## src/rtl/gate_test_sequencer.sv

```systemverilog
// Clocked stimulus/check sequencer for parallel 2-input NAND gates.
// Steps a/b through 00,01,10,11 and scores every gate output per pattern.
module gate_test_sequencer #(
  parameter int NUM_DUT = 4,
  parameter int SETTLE  = 2,
  parameter int CNT_W   = 4
) (
  input  logic               clk,
  input  logic               rst,
  input  logic               start,
  input  logic [NUM_DUT-1:0] y,
  output logic               a,
  output logic               b,
  output logic               busy,
  output logic               done,
  output logic               pass,
  output logic [NUM_DUT-1:0] err_mask,
  output logic [CNT_W-1:0]   err_count
);

  localparam int SC_W = (SETTLE > 1) ? $clog2(SETTLE) : 1;
  localparam int PW   = $clog2(NUM_DUT + 1);
  localparam int SW   = CNT_W + PW;

  typedef enum logic [1:0] {
    S_IDLE,
    S_DRIVE,
    S_SAMPLE,
    S_DONE
  } state_t;

  state_t            state_q;
  state_t            state_d;
  logic [1:0]        pat_q;
  logic [1:0]        pat_nxt;
  logic [SC_W-1:0]   cnt_q;
  logic              settled;
  logic              exp_y;
  logic [NUM_DUT-1:0] mism;
  logic [NUM_DUT-1:0] mask_nxt;
  logic [PW-1:0]     n_mis;
  logic [SW-1:0]     sum;
  logic [CNT_W-1:0]  cnt_sat;

  assign settled  = (cnt_q == SC_W'(SETTLE - 1));
  assign pat_nxt  = pat_q + 2'd1;
  assign mask_nxt = err_mask | mism;

  // X/Z on y must score as a failure, hence the case inequality
  always_comb begin
    exp_y = ~(a & b);
    mism  = '0;
    n_mis = '0;
    for (int i = 0; i < NUM_DUT; i++) begin
      mism[i] = (y[i] !== exp_y);
      n_mis   = n_mis + PW'(mism[i]);
    end
    sum     = SW'(err_count) + SW'(n_mis);
    cnt_sat = (sum > SW'({CNT_W{1'b1}})) ? '1 : sum[CNT_W-1:0];
  end

  always_ff @(posedge clk) begin
    if (rst) state_q <= S_IDLE;
    else     state_q <= state_d;
  end

  always_comb begin
    state_d = state_q;
    unique case (state_q)
      S_IDLE:   if (start) state_d = S_DRIVE;
      S_DRIVE:  if (settled) state_d = S_SAMPLE;
      S_SAMPLE: state_d = (pat_q == 2'd3) ? S_DONE : S_DRIVE;
      S_DONE:   state_d = S_IDLE;
      default:  state_d = S_IDLE;
    endcase
  end

  always_comb begin
    busy = (state_q == S_DRIVE) || (state_q == S_SAMPLE);
    done = (state_q == S_DONE);
  end

  // pass is resolved on entry to DONE so it is valid alongside done
  always_ff @(posedge clk) begin
    if (rst) begin
      a         <= 1'b0;
      b         <= 1'b0;
      pass      <= 1'b0;
      err_mask  <= '0;
      err_count <= '0;
      pat_q     <= 2'd0;
      cnt_q     <= '0;
    end else begin
      unique case (state_q)
        S_IDLE: begin
          a <= 1'b0;
          b <= 1'b0;
          if (start) begin
            err_mask  <= '0;
            err_count <= '0;
            pass      <= 1'b0;
            pat_q     <= 2'd0;
            cnt_q     <= '0;
          end
        end
        S_DRIVE: begin
          cnt_q <= settled ? '0 : cnt_q + SC_W'(1);
        end
        S_SAMPLE: begin
          err_mask  <= mask_nxt;
          err_count <= cnt_sat;
          if (pat_q == 2'd3) begin
            a    <= 1'b0;
            b    <= 1'b0;
            pass <= (mask_nxt == '0);
          end else begin
            pat_q <= pat_nxt;
            a     <= pat_nxt[1];
            b     <= pat_nxt[0];
          end
        end
        S_DONE: begin
          a <= 1'b0;
          b <= 1'b0;
        end
      endcase
    end
  end

endmodule
```

## config.mk

```make
export PLATFORM = sky130hd
export DESIGN_NAME = gate_test_sequencer
export DESIGN_NICKNAME = d
export VERILOG_FILES = /design/src/rtl/gate_test_sequencer.sv
export SDC_FILE = /design/constraint.sdc
export NUM_CORES = 1
export LEC_CHECK = 0
export BUFFER_PORTS_ARGS = -buffer_cell sky130_fd_sc_hd__buf_2
export CAP_MARGIN = 5
export CELL_PAD_IN_SITES_DETAIL_PLACEMENT = 1
export CELL_PAD_IN_SITES_GLOBAL_PLACEMENT = 1
export CORE_ASPECT_RATIO = 0.7
export CORE_MARGIN = 10
export CORE_UTILIZATION = 35
export DETAILED_ROUTE_END_ITERATION = 10
export PLACE_DENSITY_LB_ADDON = 0.12
export SLEW_MARGIN = 20
export SYNTH_ARGS = -nofsm -noshare
export SYNTH_HDL_FRONTEND = slang
export SYNTH_SLANG_ARGS = --single-unit
export TNS_END_PERCENT = 20
```

## constraint.sdc

```tcl
create_clock -name clk -period 5 [get_ports clk]
set_input_delay 0.75 -clock clk [delete_from_list [all_inputs] [get_ports clk]]
set_output_delay 0.75 -clock clk [all_outputs]
set_load 0.01 [all_outputs]
```

==> results_dict.tcl, run 1 <==
set metrics [dict create \
    rrSetupSlack_ns 2.36 \
    avgSynthCellArea_sq_um 8.54 \
    die-area_sq_um 5220 \
    ys.flop_type "dfxtp_1" \
    syn_nets 128 \
    reg2reg_to "err_count[1]$_SDFFE_PP0P_" \
    grt_pass1_vias 918 \
    grt_max_degree 17 \
    fin_tns_setup_ns 0 \
    clock_sinks 16 \
    synth_commonest_cells "dfxtp_1, a21oi_1, nand2_1" \
    yosys_warnings 0 \
    nFillCells 318 \
    synth_most_common_cell "dfxtp_1" \
    via_per_inst 5.20 \
    critPathSlowestCell "fa_1" \
    post-route-util 0.449 \
    clk_pin_slew_worst_paths_ns 0.07 \
    track_usage 0.106 \
    finalPower_uw 455 \
    rsz0062_at_grt "false" \
    firstDrtPassIters 4 \
    period_minus_slack_ns 2.70 \
    die_w_um 82.2 \
    finalHoldViolCount 0 \
    drt_iter0_drc 69 \
    n_antenna_cell 0 \
    rows 15 \
    dpl.cell_count 161 \
    hold_end "err_mask[2]$_SDFFE_PP0P_" \
    final_cell_area_sq_um 1130 \
    num_vias 858 \
    die_h_um 63.6 \
    drive_above_1_share 0.198 \
    clockBufferDepth 2 \
    critPathTopFamily "adder cells" \
    setup_violations 0 \
    path_max_fanout 4 \
    max-slew-margin-rel 0.614 \
    wire_per_inst_um 15.1 \
    synth_area_leaders "dfxtp_1, ha_1, fa_1" \
    drtAntennaViolNets 0 \
    cpPeakStageDelay_ns 0.47 \
    max_freq_ghz 0.370 \
    period_share 0.540 \
    cp.buffers_inverters 3 \
    ir_drop_uv 173 \
    syn-cell-area_sq_um 948 \
    required_ns 5.13 \
    core_sq_um 2510 \
    synth_top_cell_by_area "dfxtp_1" \
    overflow 0 \
    hold_path_class "reg2reg" \
    dp_hpwl_um 1970 \
    cts_inserted_buffers 3 \
    numPortBuffers 19 \
    critPathLaunchType "input pin" \
    ys_ff_latch 16 \
    clk-insertion-delay-late_ns 0.25 \
    rr_startpoint "a$_SDFFE_PP0P_" \
    synthArstFlopShare 0 \
    max-cap-violations 0 \
    start_util 0.377 \
    ys_seq_area_frac 0.338 \
    worstRegToRegCells 10 \
    p_per_area_nw_per_um2 403 \
    drv_slew 0 \
    antenna_found_initial 0 \
    ys_types 31 \
    num-nets-final 149 \
    worstMarginPinSlew_ns 0.576 \
    path_depth 10 \
    status "complete, no violations" \
    path_cells "buf_2 -> xor2_1 -> fa_1 -> inv_1 -> fa_1 -> inv_1 -> fa_1 -> and3_1 -> o21ai_1 -> a21oi_1" \
    grt_pass1_wl_um 4450 \
    cpMostUsedCell "fa_1" \
    post-cts-setup-buffers 0 \
    wirelength_um 2500 \
    p_leak_nw 0.491 \
    worstPathArrival_ns 2.83 \
    fin_cells 165 \
    cts_tree "yes" \
    crit_type "in2reg" \
    drc_errors 0 \
    synth_top_area_frac 0.338 \
    ctsRootBufferMaster "clkbuf_8" \
    syn_inst 111 \
    finClkSkew_ns 0.00737 \
    ios 20 \
    postCtsHoldBufs 0 \
    worstHoldPathCells 2 \
    synth_edf_count 0 \
    postPlaceCellArea_sq_um 1070 \
    cts.repair.resized 0 \
    cp-end-kind "flip-flop" \
    htreeDepth 1 \
    gp_congestion 0.813 \
    area_growth_pct 19.1 \
    worstHoldStart "err_mask[2]$_SDFFE_PP0P_" \
]
cells in the final DEF, fill, tap and decap left out, types with 3 or more instances in the layout:
master / instances
nor2b_1: 6
nor3_1: 5
inv_1: 7
nand2_1: 10
fa_1: 3
o21ai_0: 4
dfxtp_1: 16
o21ai_1: 3
nor2_1: 8
clkbuf_8: 4
buf_2: 19
a21oi_1: 11
ha_1: 7
a22oi_1: 3
final cells by class:
type                       count  area (sq um)  share of cell area
inverter                       7          26.3              0.0233
tap                           34          42.5              0.0377
timing repair buffer          19          95.1              0.0842
clock buffer                   4          55.1              0.0487
multi-input combinational     85           591               0.523
sequential                    16           320               0.284
cell families (layout without fill, tap and decap cells):
family / Yosys count / count (layout) / share of synthesized area
AND/OR/NAND/NOR: 42 / 42 / 0.234
flip-flops: 16 / 16 / 0.338
multiplexers: 1 / 1 / 0.0106
buffers and inverters: 10 / 30 / 0.0396
XOR/XNOR: 4 / 4 / 0.0369
AO/OA/AOI/OAI: 28 / 28 / 0.186
adder cells (fa/ha/maj): 10 / 10 / 0.156
state kept, by name, summed over array words and instances, names as in the netlist:
name / flops
pass: 1
err_count: 4
state_q: 2
err_mask: 4
a: 1
pat_q: 2
cnt_q: 1
b: 1
report_power, final:
group          internal (mW)  total (mW)  switching [mW]
Combinational         0.0674       0.175           0.107
Clock                 0.0699       0.118          0.0479
Sequential             0.144       0.163          0.0188
worst max path at each step:
stage,startpoint,to
2_1_floorplan,y[2],err_count[1]$_SDFFE_PP0P_
3_5_place_dp,y[2],err_count[1]$_SDFFE_PP0P_
3_3_place_gp,y[2],err_count[1]$_SDFFE_PP0P_
6_report,y[2],err_count[1]$_SDFFE_PP0P_
4_1_cts,y[2],err_count[1]$_SDFFE_PP0P_
5_1_grt,y[2],err_count[1]$_SDFFE_PP0P_
per-stage QoR:
stage | setup slack (ns) | hold slack, ns
2_1_floorplan | 2.32 | 0.466
3_3_place_gp | 2.10 | 0.485
3_5_place_dp | 2.01 | 0.494
4_1_cts | 2.29 | 0.506
5_1_grt | 2.12 | 0.552
6_report | 2.30 | 0.502
worst min-delay path, delay by kind of cell, from the launching register on:
kind               cells  cell delay, ns
DFF                    1            0.34
AOI/OAI and AO/OA      1            0.05
and+or+nand+nor        1            0.06
layer usage:
layer,global-route usage,share of wire,vias to the layer above
met3,0.0453,0.055,4
met2,0.156,0.45,13
li1,-,-,425
met5,0,0,-
met1,0.138,0.48,416
met4,0.0254,0.013,0
Power figures use the tool's default switching activity.
==> inputs of run 2 (changes only) <==
clock period = 2.5 ns   (was 5 ns; I/O delays follow)
==> results_dict.tcl, run 2 (same netlist as run 1, synthesis figures left out) <==
set metrics [dict create \
    status "complete, no violations" \
    cts_tree "yes" \
    antenna_found_initial 0 \
    wire_per_inst_um 17.2 \
    die_w_um 82.2 \
    wirelength_um 2900 \
    drc_errors 0 \
    switching_share 0.389 \
    mostFrequentLayoutCells "buf_2, dfxtp_1, a21oi_1" \
    rrSetupSlack_ns 0.09 \
    n_antenna_cell 0 \
    drt_iter0_drc 24 \
    drive_above_1_share 0.281 \
    p_seq_frac 0.357 \
    start_util 0.377 \
    num_vias 877 \
    routed.top_layer "met4" \
    largest_registers "err_count: 4 flops, err_mask: 4 flops" \
    track_usage 0.114 \
    wl_met1_um 1280 \
    max_freq_ghz 0.415 \
    numPortBuffers 19 \
    setup_violations 0 \
    mostFrequentLayoutCell "buf_2" \
    core_sq_um 2510 \
    clk-insertion-delay-late_ns 0.25 \
    grt_pass1_vias 900 \
    gp_congestion 0.808 \
    finalHoldViolCount 0 \
    p_per_area_nw_per_um2 772 \
    grt_max_degree 17 \
    postCtsHoldBufs 0 \
    clock_power_share 0.247 \
    wl_met2_um 1470 \
    worstSetupStartpoint "a$_SDFFE_PP0P_" \
    path_max_fanout 3 \
    period_minus_slack_ns 2.41 \
    critPathLaunchType "flip-flop" \
    firstDrtPassIters 6 \
    max-slew-margin-rel 0.585 \
    p_leak_nw 0.515 \
    ios 20 \
    clock_sinks 16 \
    combPwrFrac 0.396 \
    die-area_sq_um 5220 \
    crit_type "reg2reg" \
    clockBufferDepth 2 \
    htreeDepth 1 \
    hold_path_class "in2reg" \
    cts_inserted_buffers 3 \
    rr_startpoint "a$_SDFFE_PP0P_" \
    cp-end-kind "flip-flop" \
    internal-power_uw 578 \
    area_growth_pct 29.2 \
    worstMarginPinSlew_ns 0.618 \
    period_share 0.963 \
    drv_slew 0 \
    wl_met3_um 135 \
    grt_pass1_wl_um 4690 \
    num-nets-final 153 \
    dp_hpwl_um 2270 \
    power.switching_uw 367 \
    via_per_inst 5.19 \
    crit_path_end "err_count[1]$_SDFFE_PP0P_" \
    worstRegToRegCells 9 \
    post-route-util 0.487 \
    worstHoldPathCells 2 \
    reg2reg_to "err_count[1]$_SDFFE_PP0P_" \
    drtAntennaViolNets 0 \
    worstPathArrival_ns 2.53 \
    ir_drop_uv 413 \
    die_h_um 63.6 \
    finClkSkew_ns 0.00116 \
    max-cap-violations 0 \
    ctsRootBufferMaster "clkbuf_8" \
    overflow 0 \
    clk_pin_slew_worst_paths_ns 0.07 \
    rsz0062_at_grt "false" \
    required_ns 2.63 \
    rows 15 \
    fin_tns_setup_ns 0 \
]
-- run 2: area by class of cell --
class	instances	area (sq um)
fillers	309	1290
well taps	34	42.5
inverters	7	26.3
flip-flops and latches	16	325
clock buffers	4	55.1
multi-input cells	85	651
repair buffers	23	125
-- run 2: per-stage QoR --
step	hold WS (ns)	cells	instance area [sq um]	power [mW]	worst slack [ns]
3_3_place_gp	0.482	164	1100	0.678	0.00430
3_5_place_dp	0.503	164	1100	0.695	-0.154
4_1_cts	0.493	169	1220	0.951	0.0236
2_1_floorplan	0.447	111	948	0.577	0.0332
5_1_grt	0.511	169	1220	1.02	0.00690
6_report	0.492	169	1220	0.945	0.0923
-- run 2: power groups by stage --
stage | sequential, mW | clock, mW | combinational [mW]
final | 0.337 | 0.234 | 0.374
after global routing | 0.344 | 0.249 | 0.422
after CTS | 0.339 | 0.236 | 0.377
after detailed placement | 0.333 | 0 | 0.362
after global placement | 0.329 | 0 | 0.349
after floorplan | 0.329 | 0 | 0.248
-- run 2: worst min path at each step --
stage	endpoint	slack, ns	startpoint
global placement	cnt_q$_SDFFE_PP0P_	0.48	cnt_q$_SDFFE_PP0P_
floorplan	err_mask[1]$_SDFFE_PP0P_	0.45	rst
global route	err_mask[0]$_SDFFE_PP0P_	0.51	rst
CTS	b$_SDFFE_PP0P_	0.49	rst
finish	b$_SDFFE_PP0P_	0.49	rst
detailed placement	err_count[0]$_SDFFE_PP0P_	0.50	err_count[0]$_SDFFE_PP0P_
-- run 2: layer usage --
layer,vias to the layer above,GRT usage
li1,432,-
met1,424,0.139
met2,19,0.191
met3,2,0.0368
met4,0,0.0169
met5,-,0
-- run 2: critical path, stage by stage, from the launching register on --
cell,delay [ns]
dfxtp_2,0.38
nand2_8,0.09
xor2_4,0.17
fa_1,0.51
inv_1,0.06
fa_2,0.35
inv_2,0.07
fa_2,0.43
o21ai_2,0.14
a21oi_1,0.08
-- run 2: timing repair --
| action | in CTS | in global routing |
|---|---|---|
| pin swaps | 1 | 2 |
| setup endpoints to repair | 4 | 4 |
| gates resized for setup | 12 | 1 |
| setup buffers | 1 | 0 |
